--- src/rtl/timer_bank_pkg.sv ---
// Shared types and constants for the timer_bank channel FSMs and register map.
package timer_bank_pkg;

    typedef enum logic [1:0] {
        ST_IDLE,
        ST_LOAD,
        ST_COUNT,
        ST_IRQ
    } ch_state_e;

    localparam logic [1:0] REG_CTRL   = 2'd0;
    localparam logic [1:0] REG_PRESET = 2'd1;
    localparam logic [1:0] REG_COUNT  = 2'd2;
    localparam logic [1:0] REG_STATUS = 2'd3;

    localparam int CTRL_EN   = 0;
    localparam int CTRL_MODE = 1;
    localparam int CTRL_IM   = 3;

    localparam logic [1:0] MODE_ONESHOT = 2'b00;
    localparam logic [1:0] MODE_RELOAD  = 2'b01;

    // Packed so that a zero-extending cast yields the CTRL read value directly.
    typedef struct packed {
        logic       im;
        logic [1:0] mode;
        logic       en;
    } ctrl_t;

endpackage

--- src/rtl/timer_bank_if.sv ---
// Bridge-side register bus for timer_bank: write strobe, byte address, write and read data.
interface timer_bank_if;
    logic        we;
    logic [31:0] addr;
    logic [31:0] wdata;
    logic [31:0] rdata;

    modport master (output we, addr, wdata, input rdata);
    modport slave  (input we, addr, wdata, output rdata);
endinterface

--- src/rtl/timer_channel.sv ---
// One down-counting timer channel: CTRL/PRESET/COUNT/pending registers, FSM and registered irq.
module timer_channel
    import timer_bank_pkg::*;
#(
    parameter int WIDTH = 32
) (
    input  logic             clk,
    input  logic             reset,
    input  logic             tick,
    input  logic             wr_ctrl,
    input  logic             wr_preset,
    input  logic             wr_status,
    input  logic [31:0]      wdata,
    output ctrl_t            ctrl,
    output logic [WIDTH-1:0] preset,
    output logic [WIDTH-1:0] count,
    output logic             pending,
    output logic             busy,
    output logic             irq
);

    ch_state_e        state_q, state_d;
    ctrl_t            ctrl_q, ctrl_d;
    logic [WIDTH-1:0] preset_q, preset_d;
    logic [WIDTH-1:0] count_q, count_d;
    logic             pending_q, pending_d;
    logic             irq_q, irq_d;
    logic             unused_wdata;

    assign unused_wdata = ^wdata;

    // NOTE: every comb output is defaulted to its held value first, so no path infers a latch.
    always_comb begin
        state_d   = state_q;
        ctrl_d    = ctrl_q;
        preset_d  = preset_q;
        count_d   = count_q;
        pending_d = pending_q;

        if (wr_preset) preset_d = wdata[WIDTH-1:0];
        if (wr_status && wdata[0]) pending_d = 1'b0;

        // The FSM runs after the W1C so a same-edge pending set wins.
        unique case (state_q)
            ST_IDLE:  if (ctrl_q.en) state_d = ST_LOAD;
            ST_LOAD: begin
                count_d = preset_q;
                state_d = ST_COUNT;
            end
            ST_COUNT: begin
                if (!ctrl_q.en) begin
                    state_d = ST_IDLE;
                end else if (tick) begin
                    if (count_q <= WIDTH'(1)) begin
                        count_d   = '0;
                        pending_d = 1'b1;
                        state_d   = ST_IRQ;
                    end else begin
                        count_d = count_q - WIDTH'(1);
                    end
                end
            end
            ST_IRQ: begin
                if (ctrl_q.mode == MODE_RELOAD) begin
                    state_d = ST_LOAD;
                end else begin
                    ctrl_d.en = 1'b0;
                    state_d   = ST_IDLE;
                end
            end
            default: state_d = ST_IDLE;
        endcase

        // Applied last so a software CTRL write beats the one-shot EN clear.
        if (wr_ctrl) begin
            ctrl_d.en   = wdata[CTRL_EN];
            ctrl_d.mode = wdata[CTRL_MODE +: 2];
            ctrl_d.im   = wdata[CTRL_IM];
        end

        irq_d = pending_q & ctrl_q.im;
    end

    // NOTE: state is updated only with non-blocking assignments so all flops sample pre-edge values.
    always_ff @(posedge clk or negedge reset) begin
        if (!reset) begin
            state_q   <= ST_IDLE;
            ctrl_q    <= '{im: 1'b0, mode: MODE_ONESHOT, en: 1'b0};
            preset_q  <= '0;
            count_q   <= '0;
            pending_q <= 1'b0;
            irq_q     <= 1'b0;
        end else begin
            state_q   <= state_d;
            ctrl_q    <= ctrl_d;
            preset_q  <= preset_d;
            count_q   <= count_d;
            pending_q <= pending_d;
            irq_q     <= irq_d;
        end
    end

    assign ctrl    = ctrl_q;
    assign preset  = preset_q;
    assign count   = count_q;
    assign pending = pending_q;
    assign busy    = (state_q == ST_COUNT);
    assign irq     = irq_q;

endmodule

--- src/rtl/timer_bank.sv ---
// NUM_CH timer channels behind one bridge slave port, with per-channel and OR-reduced IRQ lines.
// Define TIMER_BANK_PRESCALE_EN to gate counting with a shared divide-by-PRESCALE tick.
module timer_bank
    import timer_bank_pkg::*;
#(
    parameter int NUM_CH   = 2,
    parameter int WIDTH    = 32,
    parameter int PRESCALE = 4
) (
    input  logic              clk,
    input  logic              reset,
    timer_bank_if.slave       bus,
    output logic [NUM_CH-1:0] irq,
    output logic              irq_any
);

    logic [1:0]  reg_sel;
    logic [3:0]  ch_sel;
    logic        tick;
    logic [31:0] ch_rdata [NUM_CH];
    logic        unused_addr;

    assign reg_sel     = bus.addr[3:2];
    assign ch_sel      = bus.addr[7:4];
    assign unused_addr = ^{bus.addr[31:8], bus.addr[1:0]};

`ifdef TIMER_BANK_PRESCALE_EN
    localparam int DIV_W = $clog2(PRESCALE);

    logic [DIV_W-1:0] div_q, div_d;

    always_comb begin
        div_d = (div_q == DIV_W'(PRESCALE - 1)) ? '0 : div_q + DIV_W'(1);
    end

    always_ff @(posedge clk or negedge reset) begin
        if (!reset) div_q <= '0;
        else        div_q <= div_d;
    end

    assign tick = (div_q == DIV_W'(PRESCALE - 1));
`else
    logic [31:0] unused_prescale;

    assign unused_prescale = 32'(PRESCALE);
    assign tick            = 1'b1;
`endif

    for (genvar i = 0; i < NUM_CH; i++) begin : g_ch
        ctrl_t            ctrl;
        logic [WIDTH-1:0] preset;
        logic [WIDTH-1:0] count;
        logic             pending;
        logic             busy;
        logic             sel;
        logic [31:0]      rd;

        assign sel = bus.we && (ch_sel == 4'(i));

        timer_channel #(.WIDTH(WIDTH)) u_ch (
            .clk       (clk),
            .reset     (reset),
            .tick      (tick),
            .wr_ctrl   (sel && (reg_sel == REG_CTRL)),
            .wr_preset (sel && (reg_sel == REG_PRESET)),
            .wr_status (sel && (reg_sel == REG_STATUS)),
            .wdata     (bus.wdata),
            .ctrl      (ctrl),
            .preset    (preset),
            .count     (count),
            .pending   (pending),
            .busy      (busy),
            .irq       (irq[i])
        );

        always_comb begin
            rd = '0;
            unique case (reg_sel)
                REG_CTRL:   rd = 32'(ctrl);
                REG_PRESET: rd = 32'(preset);
                REG_COUNT:  rd = 32'(count);
                REG_STATUS: rd = {30'b0, busy, pending};
                default:    rd = '0;
            endcase
        end

        assign ch_rdata[i] = rd;
    end

    // Channels at or above NUM_CH never match, so their reads fall through to zero.
    always_comb begin
        bus.rdata = '0;
        for (int i = 0; i < NUM_CH; i++) begin
            if (ch_sel == 4'(i)) bus.rdata = ch_rdata[i];
        end
    end

    assign irq_any = |irq;

endmodule

--- src/flat_wrapper.sv ---
// flat-port wrapper written by rule: the top's interface ports become plain ports
module timer_bank_flat import timer_bank_pkg::*;
#(
    parameter int NUM_CH   = 2,
    parameter int WIDTH    = 32,
    parameter int PRESCALE = 4
)
  (clk, reset, irq, irq_any, bus_we, bus_addr, bus_wdata, bus_rdata);
  timer_bank_if bus_i ();
  input  logic clk;
  input  logic reset;
  output logic [NUM_CH-1:0] irq;
  output logic irq_any;
  input wire logic [$bits(bus_i.we)-1:0] bus_we;
  input wire logic [$bits(bus_i.addr)-1:0] bus_addr;
  input wire logic [$bits(bus_i.wdata)-1:0] bus_wdata;
  output wire logic [$bits(bus_i.rdata)-1:0] bus_rdata;
  assign bus_i.we = bus_we;
  assign bus_i.addr = bus_addr;
  assign bus_i.wdata = bus_wdata;
  assign bus_rdata = bus_i.rdata;
  timer_bank #(.NUM_CH(NUM_CH), .WIDTH(WIDTH), .PRESCALE(PRESCALE)) u_core (.clk(clk), .reset(reset), .bus(bus_i), .irq(irq), .irq_any(irq_any));
endmodule
--- config.mk ---
export PLATFORM = sky130hd
export DESIGN_NAME = timer_bank_flat
export DESIGN_NICKNAME = d
export VERILOG_FILES = /design/src/rtl/timer_bank_pkg.sv /design/src/rtl/timer_bank_if.sv /design/src/rtl/timer_channel.sv /design/src/rtl/timer_bank.sv /design/src/flat_wrapper.sv
export SDC_FILE = /design/constraint.sdc
export NUM_CORES = 1
export LEC_CHECK = 0
export ABC_AREA = 1
export BUFFER_PORTS_ARGS = -buffer_cell sky130_fd_sc_hd__buf_4
export CAP_MARGIN = 40
export CORE_MARGIN = 4
export CORE_UTILIZATION = 50
export DETAILED_ROUTE_END_ITERATION = 12
export PLACE_DENSITY = 0.73
export REMOVE_ABC_BUFFERS = 1
export SLEW_MARGIN = 20
export SYNTH_ARGS = -nofsm -noshare
export SYNTH_HDL_FRONTEND = slang
export SYNTH_HIERARCHICAL = 1
export SYNTH_SLANG_ARGS = --single-unit
--- constraint.sdc ---
create_clock -name clk -period 4.2 [get_ports clk]
set_input_delay 0 -clock clk [delete_from_list [all_inputs] [get_ports clk]]
set_output_delay 0 -clock clk [all_outputs]
set_load 0.05 [all_outputs]
==> summary.txt, run 1 <==
Timing
  • Final setup viols: 0
  • Post-Route Skew: 0.008899 ns
  • Max Slew Vio Count: 0
  • Worst rel slew slack: 44.31%
  • Period Utilization, post-route: 49.83%
  • Final hold vios: 0
  • Worst Tran Pin Value: 0.8334 ns
  • Fin Setup TNS: 0 ns
  • RSZ-0062 raised after global routing: no
  • Fmax: 0.4778 GHz
  • Minimum clock period: between 2 and 2.5 ns

Worst setup path
  • CP Data Required Time: about 4.5 ns
  • CP max FO: 17
  • Crit path DAT: 2.43 ns
  • Worst path bufs/invs: 2
  • CP Launch Point: u_core/g_ch[1].u_ch/count[0]
  • Most used cell along the critical path: nor2_4
  • Largest stage delay on the critical path: 0.42 ns
  • Critical Path Sink Type: register
  • Startpoint types: register
  • CP Cell Sequence: inv_1, ha_1, nand2_4, a21oi_2, nand2_2, nor2_4, nor2_4, buf_16, nand3_2, a21oi_1
  • CP max stage cell: dfrtp_1
  • Crit-path leading delay family: simple AND/OR/NAND/NOR gates
  • Setup CP Type: reg2reg
  • Reg2reg start: u_core/g_ch[1].u_ch/count[0]

Place
  • Placer Congestion: 0.9501
  • Post-DP Area: approximately 10000 µm²
  • DP HPWL: 20290 µm
  • Port bufs: 75
  • Placed insts: approximately 1600

Floorplanning
  • Die H: 145.6 µm
  • Die area: around 21000 µm²
  • Horiz. Die Dim: 145.6 µm
  • Initial Util: 50.74%
  • Core area: 18640 µm²
  • I/O Pins: slightly above 100
  • # rows: 50

Logic synthesis
  • Most numerous cell in the Yosys netlist: nand2_1
  • Ys async rst share: 100.0%
  • Ys Warns: 6
  • Seq/Total Area, Yosys: a little under two fifths
  • Cell variety after synth: 37
  • Post-synth EDFFs: 0
  • #FFs+latches synth: 144
  • Synth Area per Inst: about 7.3 µm²
  • Post-synth top cells: nand2_1 (449), nor2_1 (196), dfrtp_1 (144)
  • Synth Cell Area: 9460 µm²
  • Yosys top cell area share: between 30% and 40%
  • Post-synth top area cell: dfrtp_1
  • Gate count of the mapped netlist: approximately 1300
  • Leading post-synthesis cells by cell area: dfrtp_1 (38%), nand2_1 (18%), nor2_1 (7.8%)
  • Dominant synthesized flop cell: dfrtp_1

Finish
  • Final Util: 59.88%
  • Fin cells: roughly 1600
  • Design area: 11160 µm²
  • Ratio of cells with drive above 1 in the final layout: 19.36%
  • Final #Nets: 1463
  • Ant diodes: 0
  • Fill count: about 1700
  • Synthesis-to-layout area growth: 18.00%

GRT
  • Total GRT Usage: 26.30%
  • Grt ovf: 0
  • Global-route wire length before repair: 45020 µm
  • Largest net degree at the start of global routing: 63
  • Initial antenna violation count: 0
  • Vias in the first global route: 8443

Worst hold path
  • Worst hold-check path type: in2async

Power
  • Leak: roughly 5.3 nW
  • VDD IR max: approximately 0.29 mV
  • Pwr/cell area: around 540 nW/µm²

CTS
  • Setup Fix Bufs, Post-CTS: 0
  • Clock Path Buffers: 2
  • H-tree depth: 4
  • CTS Hold Bufs: 33
  • CTS clk-pin slew, worst paths: 0.06 ns
  • Clk sinks: 144
  • CTS Root Cell: clkbuf_16
  • CTS tree: built
  • Post-CTS Resized: 0
  • Clock Latency Late Sink: 0.42 ns
  • TritonCTS buffer count: 17

Detailed routing
  • Via-per-instance ratio: 5.434
  • Remaining antenna violation count: 0
  • DR WL/cell: between 15 and 20 µm
  • Vias: 8907
  • Initial DRT Pass Iterations: 6
  • DRC: 0
  • Wirelength, routed: 28080 µm
  • DR iter-0 viols: 739

Run status
  • Status: finished, final reports clean

Run
  • Max_cap viols: 0
## cells by family (layout without fill, tap and decap cells)
| group | Yosys count | count (layout) | synth area share [%] |
|---|---|---|---|
| compound gates | 173 | 173 | 10.29 |
| xor+xnor | 22 | 22 | 2.037 |
| fa+ha+maj | 4 | 4 | 0.5291 |
| buf+inv | 123 | 222 | 6.269 |
| flops | 144 | 144 | 38.09 |
| mux | 62 | 62 | 7.380 |
| other cells | 1 | 6 | 0.03964 |
| simple gates | 772 | 772 | 35.37 |
## final cells by class
class                      instances  area, µm²  share of cell area (%)
clock buffer                      19      442.9                   3.968
clock inverter                    13      138.9                   1.244
inverter                          70      262.8                   2.354
multi-input combinational       1039       5308                   47.55
sequential                       144       3603                   32.28
tap                              234      292.8                   2.623
timing repair buffer             120       1115                   9.987
## state kept, by name, indices dropped and copies added, names as in the netlist
register / flops
u_core/g_ch.u_ch/count: 64
u_core/g_ch.u_ch/ctrl: 8
u_core/g_ch.u_ch/irq: 2
u_core/g_ch.u_ch/pending: 2
u_core/g_ch.u_ch/preset: 64
u_core/g_ch.u_ch/state_q: 4
## routing by layer
| metal | global-route usage (%) | vias to the layer above | routed length [µm] |
|---|---|---|---|
| li1 | - | 4356 | - |
| met1 | 35.71 | 4214 | 12190 |
| met2 | 42.79 | 290 | 13520 |
| met3 | 4.796 | 47 | 1735 |
| met4 | 8.784 | 0 | 637 |
| met5 | 0 | - | 0 |
## final timing paths
kind	endpoint	slack (ns)	cells after the start
setup / recovery	u_core/g_ch[1].u_ch/count[26]	2.11	10
hold / removal	u_core/g_ch[0].u_ch/preset[25]	0.06	2
setup reg to reg	u_core/g_ch[1].u_ch/count[26]	2.11	10
hold reg to reg	u_core/g_ch[0].u_ch/irq	0.50	2
max in group asynchronous	u_core/g_ch[1].u_ch/preset[27]	2.83	4
min in group clk	u_core/g_ch[0].u_ch/ctrl[3]	0.10	5
## metrics by stage
step	setup WS, ns	power (W)	hold WS [ns]
after floorplan	0.8694	0.003798	-0.2956
after detailed placement	2.084	0.004472	-0.06196
after global routing	1.974	0.006445	0.07749
after CTS	2.109	0.006024	0.05250
final	2.107	0.006037	0.05694
after global placement	1.904	0.004346	0.1930
## layout by cell type (no fill, tap or decap), types with 8 or more instances in the layout
| cell | count |
|---|---|
| dfrtp_1 | 144 |
| mux2_2 | 62 |
| a21oi_1 | 126 |
| nor2_2 | 12 |
| inv_1 | 63 |
| nand2_1 | 449 |
| clkbuf_16 | 17 |
| nor2_4 | 12 |
| nand4_1 | 10 |
| nand3_2 | 34 |
| dlygate4sd3_1 | 33 |
| nor2_1 | 194 |
| xor2_1 | 10 |
| o21bai_1 | 11 |
| buf_4 | 79 |
| o21ai_0 | 14 |
| nand3_1 | 40 |
| a21oi_2 | 8 |
| xnor2_1 | 12 |
## where the power goes
group | total (W) | internal, W | switching, W
sequential | 0.00244 | 0.00181 | 0.000632
combinational | 0.00209 | 0.000804 | 0.00128
clock | 0.00151 | 0.000891 | 0.000618
total | 0.00604 | 0.00350 | 0.00253
No activity file was read; power rests on OpenSTA's default activity.
==> run 2: changes to the inputs <==
Clock period 4.2 ns to 2.2 ns, I/O delays scaled along.
==> summary.txt, run 2 (synthesis results as in run 1) <==
Run status
  • Status: finished, final reports clean

Worst setup path
  • CP Cell Sequence: inv_1, ha_1, nand2_4, a21oi_2, nand2_2, nor2_4, nor2_4, buf_16, o21ai_0, a21oi_1
  • Startpoint types: register
  • Most used cell along the critical path: nor2_4
  • CP max FO: 19
  • CP Data Required Time: 2.54 ns
  • Critical Path Sink Type: register
  • CP max stage cell: dfrtp_1
  • Largest stage delay on the critical path: 0.41 ns
  • R2R setup slack: about 0.22 ns
  • Setup CP Type: reg2reg
  • Crit path DAT: 2.32 ns

Detailed routing
  • DRC: 0
  • DR WL/cell: 17.11 µm
  • Via-per-instance ratio: around 5.5
  • DR iter-0 viols: 919
  • Vias: between 9000 and 10000
  • Wirelength, routed: 28290 µm
  • Initial DRT Pass Iterations: 5
  • Remaining antenna violation count: 0

Floorplanning
  • Die area: 21180 µm²
  • Initial Util: 50.74%
  • # rows: 50
  • Core area: 18640 µm²
  • Die H: 145.6 µm
  • Horiz. Die Dim: between 100 and 150 µm
  • I/O Pins: slightly above 100

CTS
  • Clk sinks: 144
  • Clock Path Buffers: 2
  • CTS clk-pin slew, worst paths: 0.06 ns
  • H-tree depth: 4
  • TritonCTS buffer count: 17
  • CTS tree: built
  • Post-CTS Resized: 0
  • Clock Latency Late Sink: 0.42 ns
  • CTS Root Cell: clkbuf_16

GRT
  • Global-route wire length before repair: 45790 µm
  • Total GRT Usage: 26.73%
  • GRT met3 Usage: 5.107%
  • Grt ovf: 0
  • Largest net degree at the start of global routing: 57
  • Vias in the first global route: approximately 9000
  • Global routing's busiest layer: met2
  • GRT met1 Usage: 35.93%
  • Routing usage on met2: a little over two fifths
  • Initial antenna violation count: 0

Run
  • Max_cap viols: 0

Place
  • Placer Congestion: around 0.96
  • Pre-CTS setup slack: roughly 0.26 ns
  • Port bufs: between 70 and 80
  • DP HPWL: 20190 µm

Power
  • Sw frac: 40.88%
  • Gate power share: 35.9%
  • Total power: 0.01178 W
  • Leak: 5.351 nW
  • Register share of total power: between 30 and 40%
  • VDD IR max: ~0.59 mV
  • Net Switching: 0.004815 W
  • Pwr/cell area: 1045 nW/µm²
  • Clock power share: 25.3%
  • Internal power: 0.006962 W

Timing
  • Post-Route Skew: roughly 0.007 ns
  • PnR worst setup slack: 0.2182 ns
  • Final setup viols: 0
  • Final hold vios: 0
  • RSZ-0062 raised after global routing: no
  • Worst Tran Pin Value: 0.6540 ns
  • Minimum clock period: 1.982 ns
  • Max Slew Vio Count: 0
  • Period Utilization, post-route: 90.08%
  • Worst rel slew slack: 56.40%
  • Fmax: just over 0.5 GHz

Finish
  • Ratio of cells with drive above 1 in the final layout: 20.16%
  • Commonest non-fill, non-tap cell in the layout: nand2_1
  • Commonest non-fill, non-tap cells in the layout: nand2_1 (449), nor2_1 (194), dfrtp_1 (144)
  • Ant diodes: 0
  • Final #Nets: 1477
  • Synthesis-to-layout area growth: 19.16%

Worst hold path
  • Worst hold-check path type: in2reg
-- run 2: layer usage --
metal  up-vias  routed length, µm  part of all wire, %
li1       4379                  -                    -
met1      4284              12090                   43
met2       356              13330                   47
met3        67               1987                  7.0
met4         0                874                  3.1
met5         -                  0                    0
-- run 2: layout make-up --
| cell class | count | area [µm²] |
|---|---|---|
| fill | 1727 | 7370 |
| multi-input combinational | 1039 | 5308 |
| sequential | 144 | 3603 |
| timing repair buffer | 134 | 1200 |
| clock buffer | 21 | 470.5 |
| tap | 234 | 292.8 |
| inverter | 70 | 262.8 |
| clock inverter | 11 | 136.4 |
-- run 2: what timing repair did --
item	in CTS	in global routing
endpoints found under the hold margin	140	0
setup buffers	0	0
hold buffers	33	0
-- run 2: path summary, 6_finish.rpt --
path,start,to,depth (start not counted)
max,u_core/g_ch[0].u_ch/count[0],u_core/g_ch[0].u_ch/count[21],10
min,bus_we,u_core/g_ch[0].u_ch/ctrl[3],5
max reg2reg,u_core/g_ch[0].u_ch/count[0],u_core/g_ch[0].u_ch/count[21],10
min reg2reg,u_core/g_ch[1].u_ch/ctrl[3],u_core/g_ch[1].u_ch/ctrl[3],2
max in group asynchronous,reset,u_core/g_ch[1].u_ch/preset[31],3
min in group asynchronous,reset,u_core/g_ch[0].u_ch/preset[19],2
-- run 2: power by group through the flow --
| stage | Combinational (W) | Clock, W | Sequential [W] |
|---|---|---|---|
| after floorplan | 0.00296 | 0 | 0.00429 |
| after global placement | 0.00395 | 0 | 0.00455 |
| after global routing | 0.00474 | 0.00314 | 0.00472 |
| final | 0.00423 | 0.00298 | 0.00456 |
| after detailed placement | 0.00408 | 0 | 0.00457 |
| after CTS | 0.00418 | 0.00302 | 0.00454 |
-- run 2: stage by stage --
step	instance area (µm²)	cells	setup TNS [ns]	hold WS [ns]	utilization (%)
final	11270	1653	0	0.1003	60.47
after global routing	11270	1653	0	0.1541	60.47
after CTS	11270	1653	0	0.08770	60.47
after detailed placement	10340	1588	0	0.002560	55.44
after global placement	10310	1587	0	-0.003017	55.30
after floorplan	9149	1253	-71.95	-0.2956	-
-- run 2: critical path: cells and delay by family, from the launching register on --
family	cells	cell delay, ns
and+or+nand+nor	4	0.61
DFF	1	0.41
buffers and inverters	2	0.31
AOI/OAI and AO/OA	3	0.30
adders and majority gates	1	0.25
